### config.mk
export PLATFORM = sky130hd
export DESIGN_NAME = seq_mult_16bit_flat
export DESIGN_NICKNAME = d
export VERILOG_FILES = /design/src/rtl/seq_mult_16bit_if.sv /design/src/rtl/seq_mult_16bit.sv /design/src/flat_wrapper.sv
export SDC_FILE = /design/constraint.sdc
export NUM_CORES = 1
export LEC_CHECK = 0
export CAP_MARGIN = 10
export CELL_PAD_IN_SITES_DETAIL_PLACEMENT = 0
export CELL_PAD_IN_SITES_GLOBAL_PLACEMENT = 1
export CORE_UTILIZATION = 32
export DETAILED_ROUTE_END_ITERATION = 8
export MAX_ROUTING_LAYER = met4
export PLACE_DENSITY = 0.82
export SYNTH_ARGS = -nofsm -noshare
export SYNTH_HDL_FRONTEND = slang
export SYNTH_SLANG_ARGS = --single-unit
### constraint.sdc
create_clock -name clk -period 1.7 [get_ports clk]
set_input_delay 0.17 -clock clk [delete_from_list [all_inputs] [get_ports clk]]
set_output_delay 0.17 -clock clk [all_outputs]
set_load 0.05 [all_outputs]
### src/rtl/seq_mult_16bit_if.sv
// ----------------------------------------------------------------------------
// seq_mult_16bit_if
// Bundles the operand/result handshake of seq_mult_16bit together with the
// port to the external 16-bit CLA adder.
//
// Signals
//   start      request, sampled only while the multiplier is idle
//   a, b       multiplicand / multiplier, captured together with start
//   busy       high while iterations are running
//   done       one-cycle pulse, product valid and stable
//   product    32-bit result register, held until the next completion
//   add_a      adder operand A (high accumulator)
//   add_b      adder operand B (multiplicand or zero)
//   add_cin    adder carry-in (always 0)
//   add_sum    adder sum, combinational from add_a/add_b/add_cin
//   state_dbg  encoded FSM state (0 idle, 1 busy, 2 done) for observation
//
// Handshake: a request is accepted on a rising edge where start=1 and the
// multiplier is idle (busy=0, done=0); start is ignored at any other time and
// is never queued. The result is presented by a single-cycle done pulse, and
// product stays valid from that cycle until the next done.
//
// Modports
//   slave   the multiplier's view
//   master  the environment's view (operand source, result sink and adder)
// ----------------------------------------------------------------------------
interface seq_mult_16bit_if;
  logic        start;
  logic [15:0] a;
  logic [15:0] b;
  logic        busy;
  logic        done;
  logic [31:0] product;
  logic [15:0] add_a;
  logic [15:0] add_b;
  logic        add_cin;
  logic [15:0] add_sum;
  logic [1:0]  state_dbg;

  modport slave (
    input  start, a, b, add_sum,
    output busy, done, product, add_a, add_b, add_cin, state_dbg
  );

  modport master (
    output start, a, b, add_sum,
    input  busy, done, product, add_a, add_b, add_cin, state_dbg
  );
endinterface

### src/rtl/seq_mult_16bit.sv
// ----------------------------------------------------------------------------
// seq_mult_16bit
// Unsigned 16x16 -> 32-bit shift-add multiplier. The additions are done by an
// external 16-bit CLA adder: every busy cycle the high accumulator and the
// (conditionally selected) multiplicand go out on add_a/add_b, the sum comes
// back on add_sum, and {carry, sum, low} is shifted right by one bit.
// The adder reports only its sum, so the carry-out is rebuilt from the
// operand MSBs and the sum MSB.
//
// Ports
//   clk   in   system clock, rising edge
//   rst   in   synchronous, active-high reset
//   bus   slave modport of seq_mult_16bit_if:
//           start/a/b in, busy/done/product out,
//           add_a/add_b/add_cin out, add_sum in, state_dbg out
//
// Parameters
//   WIDTH  operand width; must equal the adder width (only 16 is supported)
//
// Configuration
//   ZERO_SKIP_EN  when defined, a request with a zero operand goes straight
//                 to the done state with product 0 and never enters busy.
//                 When undefined, zero operands run the full 16 iterations.
//
// Timing
//   start sampled at edge k -> busy for 16 cycles -> done in the cycle after
//   edge k+16 -> idle again. One multiply per 18 cycles back to back.
// ----------------------------------------------------------------------------
module seq_mult_16bit #(
  parameter int WIDTH = 16
) (
  input  logic              clk,
  input  logic              rst,
  seq_mult_16bit_if.slave   bus
);

  typedef enum logic [1:0] {
    ST_IDLE = 2'd0,
    ST_BUSY = 2'd1,
    ST_DONE = 2'd2
  } state_t;

  // --------------------------------------------------------------------------
  // State
  // --------------------------------------------------------------------------
  state_t                 state_q,   state_d;
  logic [WIDTH-1:0]       m_q,       m_d;       // multiplicand
  logic [WIDTH-1:0]       h_q,       h_d;       // high accumulator
  logic [WIDTH-1:0]       l_q,       l_d;       // multiplier / low product
  logic [3:0]             cnt_q,     cnt_d;     // iteration counter
  logic [2*WIDTH-1:0]     product_q, product_d; // result register

  // --------------------------------------------------------------------------
  // Datapath around the external adder
  // --------------------------------------------------------------------------
  logic [WIDTH-1:0]       add_a_w;
  logic [WIDTH-1:0]       add_b_w;
  logic [WIDTH-1:0]       sum_w;
  logic                   carry_w;
  logic [2*WIDTH-1:0]     shifted_w;

  always_comb begin
    add_a_w = h_q;
    // The multiplicand is added only when the current multiplier bit is set.
    add_b_w = l_q[0] ? m_q : '0;
    sum_w   = bus.add_sum;
    // Carry-out rebuilt from MSBs: both operand MSBs set always carries; with
    // exactly one set, a carry happened iff it did not survive into sum MSB.
    // add_cin is 0, so this is exact.
    carry_w = (add_a_w[WIDTH-1] & add_b_w[WIDTH-1]) |
              ((add_a_w[WIDTH-1] ^ add_b_w[WIDTH-1]) & ~sum_w[WIDTH-1]);
    // One shift-add step: the carry becomes the new MSB of the high half and
    // the sum LSB drops into the top of the low half.
    shifted_w = {carry_w, sum_w, l_q[WIDTH-1:1]};
  end

  // --------------------------------------------------------------------------
  // Next-state and register updates
  // --------------------------------------------------------------------------
  always_comb begin
    state_d   = state_q;
    m_d       = m_q;
    h_d       = h_q;
    l_d       = l_q;
    cnt_d     = cnt_q;
    product_d = product_q;

    unique case (state_q)
      ST_IDLE: begin
        if (bus.start) begin
`ifdef ZERO_SKIP_EN
          if ((bus.a == '0) || (bus.b == '0)) begin
            // Result is known to be zero; skip the iterations entirely.
            state_d   = ST_DONE;
            product_d = '0;
          end else begin
            m_d     = bus.a;
            l_d     = bus.b;
            h_d     = '0;
            cnt_d   = '0;
            state_d = ST_BUSY;
          end
`else
          m_d     = bus.a;
          l_d     = bus.b;
          h_d     = '0;
          cnt_d   = '0;
          state_d = ST_BUSY;
`endif
        end
      end

      ST_BUSY: begin
        {h_d, l_d} = shifted_w;
        cnt_d      = cnt_q + 4'd1;
        if (cnt_q == 4'd15) begin
          // Last iteration: the shifted value is the complete product.
          state_d   = ST_DONE;
          product_d = shifted_w;
        end
      end

      ST_DONE: begin
        state_d = ST_IDLE;
      end

      default: begin
        state_d = ST_IDLE;
      end
    endcase
  end

  always_ff @(posedge clk) begin
    if (rst) begin
      state_q   <= ST_IDLE;
      m_q       <= '0;
      h_q       <= '0;
      l_q       <= '0;
      cnt_q     <= '0;
      product_q <= '0;
    end else begin
      state_q   <= state_d;
      m_q       <= m_d;
      h_q       <= h_d;
      l_q       <= l_d;
      cnt_q     <= cnt_d;
      product_q <= product_d;
    end
  end

  // --------------------------------------------------------------------------
  // Outputs: status is decoded straight from the state register.
  // --------------------------------------------------------------------------
  assign bus.busy      = (state_q == ST_BUSY);
  assign bus.done      = (state_q == ST_DONE);
  assign bus.product   = product_q;
  assign bus.add_a     = add_a_w;
  assign bus.add_b     = add_b_w;
  assign bus.add_cin   = 1'b0;
  assign bus.state_dbg = state_q;

endmodule

### src/flat_wrapper.sv
// flat-port wrapper written by rule: the top's interface ports become plain ports
module seq_mult_16bit_flat 
#(
  parameter int WIDTH = 16
)
  (clk, rst, bus_start, bus_a, bus_b, bus_add_sum, bus_busy, bus_done, bus_product, bus_add_a, bus_add_b, bus_add_cin, bus_state_dbg);
  seq_mult_16bit_if bus_i ();
  input  logic clk;
  input  logic rst;
  input wire logic [$bits(bus_i.start)-1:0] bus_start;
  input wire logic [$bits(bus_i.a)-1:0] bus_a;
  input wire logic [$bits(bus_i.b)-1:0] bus_b;
  input wire logic [$bits(bus_i.add_sum)-1:0] bus_add_sum;
  output wire logic [$bits(bus_i.busy)-1:0] bus_busy;
  output wire logic [$bits(bus_i.done)-1:0] bus_done;
  output wire logic [$bits(bus_i.product)-1:0] bus_product;
  output wire logic [$bits(bus_i.add_a)-1:0] bus_add_a;
  output wire logic [$bits(bus_i.add_b)-1:0] bus_add_b;
  output wire logic [$bits(bus_i.add_cin)-1:0] bus_add_cin;
  output wire logic [$bits(bus_i.state_dbg)-1:0] bus_state_dbg;
  assign bus_i.start = bus_start;
  assign bus_i.a = bus_a;
  assign bus_i.b = bus_b;
  assign bus_i.add_sum = bus_add_sum;
  assign bus_busy = bus_i.busy;
  assign bus_done = bus_i.done;
  assign bus_product = bus_i.product;
  assign bus_add_a = bus_i.add_a;
  assign bus_add_b = bus_i.add_b;
  assign bus_add_cin = bus_i.add_cin;
  assign bus_state_dbg = bus_i.state_dbg;
  seq_mult_16bit #(.WIDTH(WIDTH)) u_core (.clk(clk), .rst(rst), .bus(bus_i));
endmodule
==> results of run 1 <==
-- flip-flops by register name, indices dropped and copies added (netlist names) --
| register | cells |
|---|---|
| u_core.bus.add_a | 16 |
| u_core.bus.product | 32 |
| u_core.bus.state_dbg | 2 |
| u_core.cnt_q | 4 |
| u_core.l_q | 16 |
| u_core.m_q | 16 |
-- placed cells by master, fill, tap and decap left out, types with 2 or more instances in the layout --
cell type and instances:
nor3_1 2, and2_1 16, clkbuf_8 10, clkdlybuf4s50_1 57, nand3_1 50, bufinv_16 3
dfxtp_1 84, nor2_1 32, nor2b_1 2, o221ai_1 15, a21oi_1 69, o21ai_0 32
nand2_1 50, inv_1 2, buf_12 20, dlygate4sd2_1 8, dlymetal6s2s_1 26, buf_4 21
ha_1 2
-- metrics by stage --
step           setup WS, ns  instance area [um^2]  util [%]  hold WS [ns]
2_1_floorplan        0.0394                  3400         -         0.306
3_3_place_gp         -0.131                  4840      46.9         0.438
3_5_place_dp         -0.151                  4840      46.9         0.446
4_1_cts             0.00380                  5090      49.3         0.304
5_1_grt             0.00234                  5150      49.9         0.313
6_report             0.0420                  5150      49.9         0.302
-- cell families (layout without fill, tap and decap cells) --
kind of cell	after synthesis	after routing	share of synthesized area, %
other	1	1	0.111
and+or+nand+nor	160	160	21.8
adders and majority gates	2	2	0.737
AOI/OAI and AO/OA	120	120	19.9
buffers and inverters	43	153	6.34
DFF	86	86	50.7
muxes	1	1	0.332
-- what timing repair did --
item                                    CTS  global route
resized for setup                        10            27
endpoints found under the setup margin    9            27
endpoints found under the hold margin     0             0
-- Yosys cell counts --
cell type,n
nand2_1,50
o21ai_0,32
nor2_1,32
o32a_1,1
nor3b_2,1
mux2_2,1
o221a_2,1
nor4_1,1
and3_1,1
o21ba_2,1
ha_1,2
conb_1,1
clkbuf_1,21
o211ai_1,1
or3b_1,1
nor3_1,2
o221ai_1,15
a21oi_1,69
dfxtp_1,86
nand2b_1,2
buf_4,2
buf_2,13
nor3b_1,1
nor2b_1,2
or3_1,1
inv_1,2
buf_6,4
and2_1,16
clkinv_1,1
nand3_1,50
-- power by group through the flow --
stage	combinational, mW	sequential, mW	clock [mW]
floorplan	0.318	2.25	0
global placement	0.674	2.20	0
detailed placement	0.680	2.20	0
CTS	0.680	2.15	1.80
global route	0.726	2.17	1.91
finish	0.673	2.15	1.76
-- layout make-up --
cell class | instances | area, um^2 | area share, %
multi-input combinational | 284 | 1460 | 28.3
tap | 136 | 170 | 3.30
inverter | 3 | 11.3 | 0.218
sequential | 86 | 1730 | 33.5
clock buffer | 11 | 141 | 2.74
clock inverter | 5 | 106 | 2.06
timing repair buffer | 134 | 1540 | 29.9
-- worst max path at each step --
stage,start,endpoint,slack (ns),depth (start not counted)
3_5_place_dp,bus_start,u_core.cnt_q[3],-0.15,5
3_3_place_gp,bus_start,u_core.cnt_q[3],-0.13,5
4_1_cts,u_core.bus.product[3],bus_product[3],0.004,1
2_1_floorplan,u_core.bus.state_dbg[0],u_core.bus.add_a[10],0.04,6
5_1_grt,u_core.bus.product[18],bus_product[18],0.002,1
6_report,u_core.bus.product[14],bus_product[14],0.04,1
-- layer usage --
layer | track usage (%) | part of all wire, %
met2 | 25.8 | 47
met3 | 2.99 | 5.2
met5 | - | 0
met4 | 5.43 | 0.47
met1 | 24.2 | 48
==> results.txt, run 1 <==
Critical path cell sequence -> clkdlybuf4s50_1
Sequential-to-total area share from yosys stat -> 50.7%
Psw -> 1.17 mW
CTS tree -> built
Hold depth -> 3
R2R setup slack -> 0.18 ns
Port bufs -> 118
Worst hold endpoint -> u_core.bus.product[3]
Post-synth top area share -> 50.7%
RR Endpoint -> u_core.cnt_q[3]
Final HPWL DP -> 6090 um
Worst-skew pair later-pin latency -> 0.35 ns
Fin crit share -> 97.5%
First-pass GRT wire length -> 15000 um
FMAX -> 0.603 GHz
Postcts setup bufs -> 0
Total GRT Usage -> 17.5%
Slew Viols, Final -> 0
Total Wirelength -> 9310 um
Syn nets -> 466
Path depth of the worst reg2reg path -> 4
Vias in the first global route -> 2931
Clk_skew -> 0.0136 ns
Total CTS buffers -> 9
Clock-pin slew on the worst setup and hold paths -> 0.09 ns
Setup TNS -> 0 ns
Crit path DAT -> 1.49 ns
Dpl cells -> 643
Post-route ant nets -> 0
DR vias -> 3244
Worst EP required -> 1.53 ns
Placer Congestion -> 0.732
Die Y -> 105 um
Final hold vios -> 0
Crit path capture type -> output port
Synthesized flop and latch total -> 86
Clock Root Buffer -> clkbuf_8
Largest area contributor in the netlist -> dfxtp_1
Class of the worst hold path -> in -> reg
Critical path's top delay family -> buffers and inverters
Cell count after synthesis -> 413
Core area -> 0.0103 mm^2
Slowest cell on the critical path -> clkdlybuf4s50_1
Sequential share of power -> 47.0%
Hold Crit Start -> rst
CP Class -> reg -> out
Row count -> 37
Post-layout nets -> 571
R2R Path Start -> u_core.bus.state_dbg[1]
Max Cap Viol -> 0
1st-iter DRT viols -> 121
RSZ-0062 raised after global routing -> no
Initial antenna violation count -> 0
GRT overflow -> 0
Area delta synth->final -> 51.9%
CP max FO -> 2
Mapped cell area -> 0.00339 mm^2
Worst-Margin Slew -> 0.520 ns
Rel. slew slack -> 65.3%
DRT Pass-1 Iters -> 4
Part of the power in combinational logic -> 14.7%
Max clock buf depth -> 2
Cell variety after synth -> 30
Via/cell ratio -> 4.92
Fillcell total -> 996
Synth top area cells -> dfxtp_1 (51%), a21oi_1 (10%), nand3_1 (7.4%)
Finish-stage setup viols -> 0
Share of cells above drive strength 1 -> 12.6%
Syn_area_per_cell -> 8.22 um^2
Cell Int Power -> 3.41 mW
Inserted Diodes -> 0
Power per cell area -> 889 mW/mm^2
Largest net degree at the start of global routing -> 71
Power Total -> 4.58 mW
Sw frac -> 25.6%
Peak VDD IR -> 0.348 mV
Clk sinks -> 86
Routed WL per cell -> 14.1 um
Status -> finished, final reports clean
Crit-path max cell delay -> 0.80 ns
Starting Density -> 32.9%
Leak -> 2.34 nW
Ys Warns -> 0
Clock share of power -> 38.3%
Max H-tree Level -> 3
CTS Hold Bufs -> 0
Post-route minimum period -> 1.66 ns
Startpoint Class -> register
I/O pin total -> 120
Die Wd -> 105 um
Worst Path Buf+Inv -> 1
Die area -> 0.0110 mm^2
Non-Filler Instances -> 659
Post-route DRC -> 0
No activity file was read; power rests on OpenSTA's default activity.
==> run 2, diff against run 1 <==
SETUP_SLACK_MARGIN = 0.4   (was unset)
==> run 2 against run 1 <==
Effect of this change:
- first-iteration DRC count grew 74%
- global-route usage increased by 1.9 points
- largest power group unchanged
- non-clock buffer count up 18
- critical path type unchanged
- core utilization up 5.2 points
- via count increased by 5.3%
- setup slack gained 0.30 ns
- sequential cell count is the same
- die area unchanged
==> results.txt, run 2 (synthesis results as in run 1) <==
Status -> finished, final reports clean
Setup TNS -> 0 ns (unchanged)
Class of the worst hold path -> in -> reg
Sequential Area -> 0.00174 mm^2 (+0.58%)
Die Wd -> 105 um (unchanged)
Sw frac -> 27.6% (+2.0 points)
Final hold slack -> 0.357 ns (+0.0542 ns)
Met3 Use GR -> 3.56% (+0.56 points)
Post-route minimum period -> 1.36 ns (-0.300 ns)
GRT overflow -> 0 (unchanged)
CP max FO -> 5 (+3)
GR peak layer -> met2
Non-Filler Instances -> 678 (+2.9%)
Port bufs -> 118 (unchanged)
I/O pin total -> 120 (unchanged)
Dpl cells -> 644 (+0.16%)
Peak VDD IR -> 0.350 mV (+0.60%)
Total GRT Usage -> 19.4% (+1.9 points)
Worst-skew pair later-pin latency -> 0.36 ns (about the same)
R2R setup slack -> 0.36 ns (+0.18 ns)
Post-route ant nets -> 0 (unchanged)
Final HPWL DP -> 6320 um (+3.8%)
First-pass GRT wire length -> 16300 um (+8.6%)
Die area -> 0.0110 mm^2 (unchanged)
Clock share of power -> 33.0% (-5.3 points)
Row count -> 37 (unchanged)
Part of the power in combinational logic -> 19.3% (+4.6 points)
Worst EP required -> 1.53 ns (about the same)
R2R Path Start -> u_core.bus.state_dbg[1]
DR vias -> 3416 (+5.3%)
Hold depth -> 3 (unchanged)
Psw -> 1.25 mW (+6.6%)
1st-iter DRT viols -> 211 (+74%)
Worst hold endpoint -> u_core.m_q[7]
Max H-tree Level -> 3 (unchanged)
Final hold vios -> 0 (unchanged)
Max Cap Viol -> 0 (unchanged)
Crit path from -> u_core.bus.state_dbg[0]
Hold Crit Start -> bus_a[7]
RSZ-0062 raised after global routing -> yes
Design area -> 0.00569 mm^2 (+10%)
Share of cells above drive strength 1 -> 32.8% (+20 points)
Starting Density -> 32.9% (unchanged)
Routed WL per cell -> 15.6 um (+10%)
Core area -> 0.0103 mm^2 (unchanged)
Crit path DAT -> 1.19 ns (-0.30 ns)
Vias in the first global route -> 3211 (+9.6%)
Clk sinks -> 86 (unchanged)
Total CTS buffers -> 9 (unchanged)
Fin crit share -> 79.9% (-18 points)
M1 GR Usage -> 24.5% (+0.28 points)
Cell Int Power -> 3.28 mW (-3.9%)
RR Endpoint -> u_core.l_q[8]
Max clock buf depth -> 2 (unchanged)
Most common cell after layout, fill and taps aside -> dfxtp_1
Worst-Margin Slew -> 0.751 ns (+0.231 ns)
Placer Congestion -> 0.741 (+1.2%)
Commonest non-fill, non-tap cells in the layout -> dfxtp_1 (80), a21oi_1 (68), nand2_1 (50)
Die Y -> 105 um (unchanged)
Initial antenna violation count -> 0 (unchanged)
Max FFs per register -> 32 (unchanged)
Footprint of the multi-input gates -> 0.00171 mm^2 (+17%)
Slew Viols, Final -> 0 (unchanged)
Post-route DRC -> 0 (unchanged)
Path depth of the worst reg2reg path -> 4 (unchanged)
Leak -> 2.06 nW (-12%)
Clock-pin slew on the worst setup and hold paths -> 0.08 ns (about the same)
Startpoint Class -> register
CTS tree -> built
Placed inst area -> 0.00492 mm^2 (+1.7%)
Met2 GRT Util -> 30.9% (+5.1 points)
Total Wirelength -> 10600 um (+13%)
Via/cell ratio -> 5.04 (+2.4%)
Finish-stage setup viols -> 0 (unchanged)
CP Class -> reg -> out
Largest net degree at the start of global routing -> 71 (unchanged)
FMAX -> 0.736 GHz (+22%)
Post-layout nets -> 590 (+3.3%)
DRT Pass-1 Iters -> 7 (+3)
Clk_skew -> 0.0114 ns (-0.00219 ns)
Sequential share of power -> 47.7% (+0.7 points)
Area delta synth->final -> 67.6%
Clock Root Buffer -> clkbuf_8
Inserted Diodes -> 0 (unchanged)
Rel. slew slack -> 49.9% (-15 points)
Crit path capture type -> output port
Power per cell area -> 796 mW/mm^2 (-10%)
Fillcell total -> 941 (-5.5%)
==> run 2: timing repair <==
action | 4_1_cts | 5_1_grt
gates resized for setup | 181 | 55
gates cloned | 3 | 4
setup endpoints to repair | 141 | 108
hold buffers | 0 | 0
pin swaps | 2 | 4
buffers inserted | 11 | 0
==> run 2: layer usage <==
layer,up-vias,wire length (um)
li1,1692,-
met1,1617,4780
met2,96,5140
met3,11,513
met4,0,123
met5,-,0
==> run 2: power groups by stage <==
| stage | clock, mW | sequential (mW) | combinational (mW) |
|---|---|---|---|
| after floorplan | 0 | 2.26 | 0.337 |
| after global placement | 0 | 2.20 | 0.687 |
| after detailed placement | 0 | 2.20 | 0.697 |
| after CTS | 1.54 | 2.16 | 0.802 |
| after global routing | 1.63 | 2.17 | 0.929 |
| final | 1.49 | 2.16 | 0.872 |
==> run 2: worst max-delay path: stages, from the launching register on <==
cell and delay, ns:
dfxtp_4 0.36, buf_12 0.13, nand2b_4 0.13, clkinv_8 0.07, buf_6 0.15
==> run 2: layout make-up <==
class | instances | share of cell area [%]
clock inverters | 4 | 0.902
inverters | 3 | 0.418
multi-input cells | 285 | 30.0
flip-flops and latches | 86 | 30.5
repair buffers | 152 | 32.4
clock buffers | 12 | 2.73
well taps | 136 | 2.99
==> run 2: worst max-delay path by stage <==
stage,end
floorplan,u_core.m_q[10]
global placement,u_core.cnt_q[3]
detailed placement,u_core.bus.add_a[6]
CTS,bus_add_b[5]
global route,u_core.m_q[4]
finish,bus_busy
==> run 2: per-stage QoR <==
| stage | power [mW] | utilization (%) | setup WS [ns] |
|---|---|---|---|
| 6_report | 4.53 | 55.1 | 0.342 |
| 5_1_grt | 4.74 | 55.1 | 0.289 |
| 4_1_cts | 4.50 | 53.5 | 0.294 |
| 3_5_place_dp | 2.90 | 47.7 | -0.111 |
| 3_3_place_gp | 2.89 | 47.7 | -0.0888 |
| 2_1_floorplan | 2.59 | - | 0.216 |
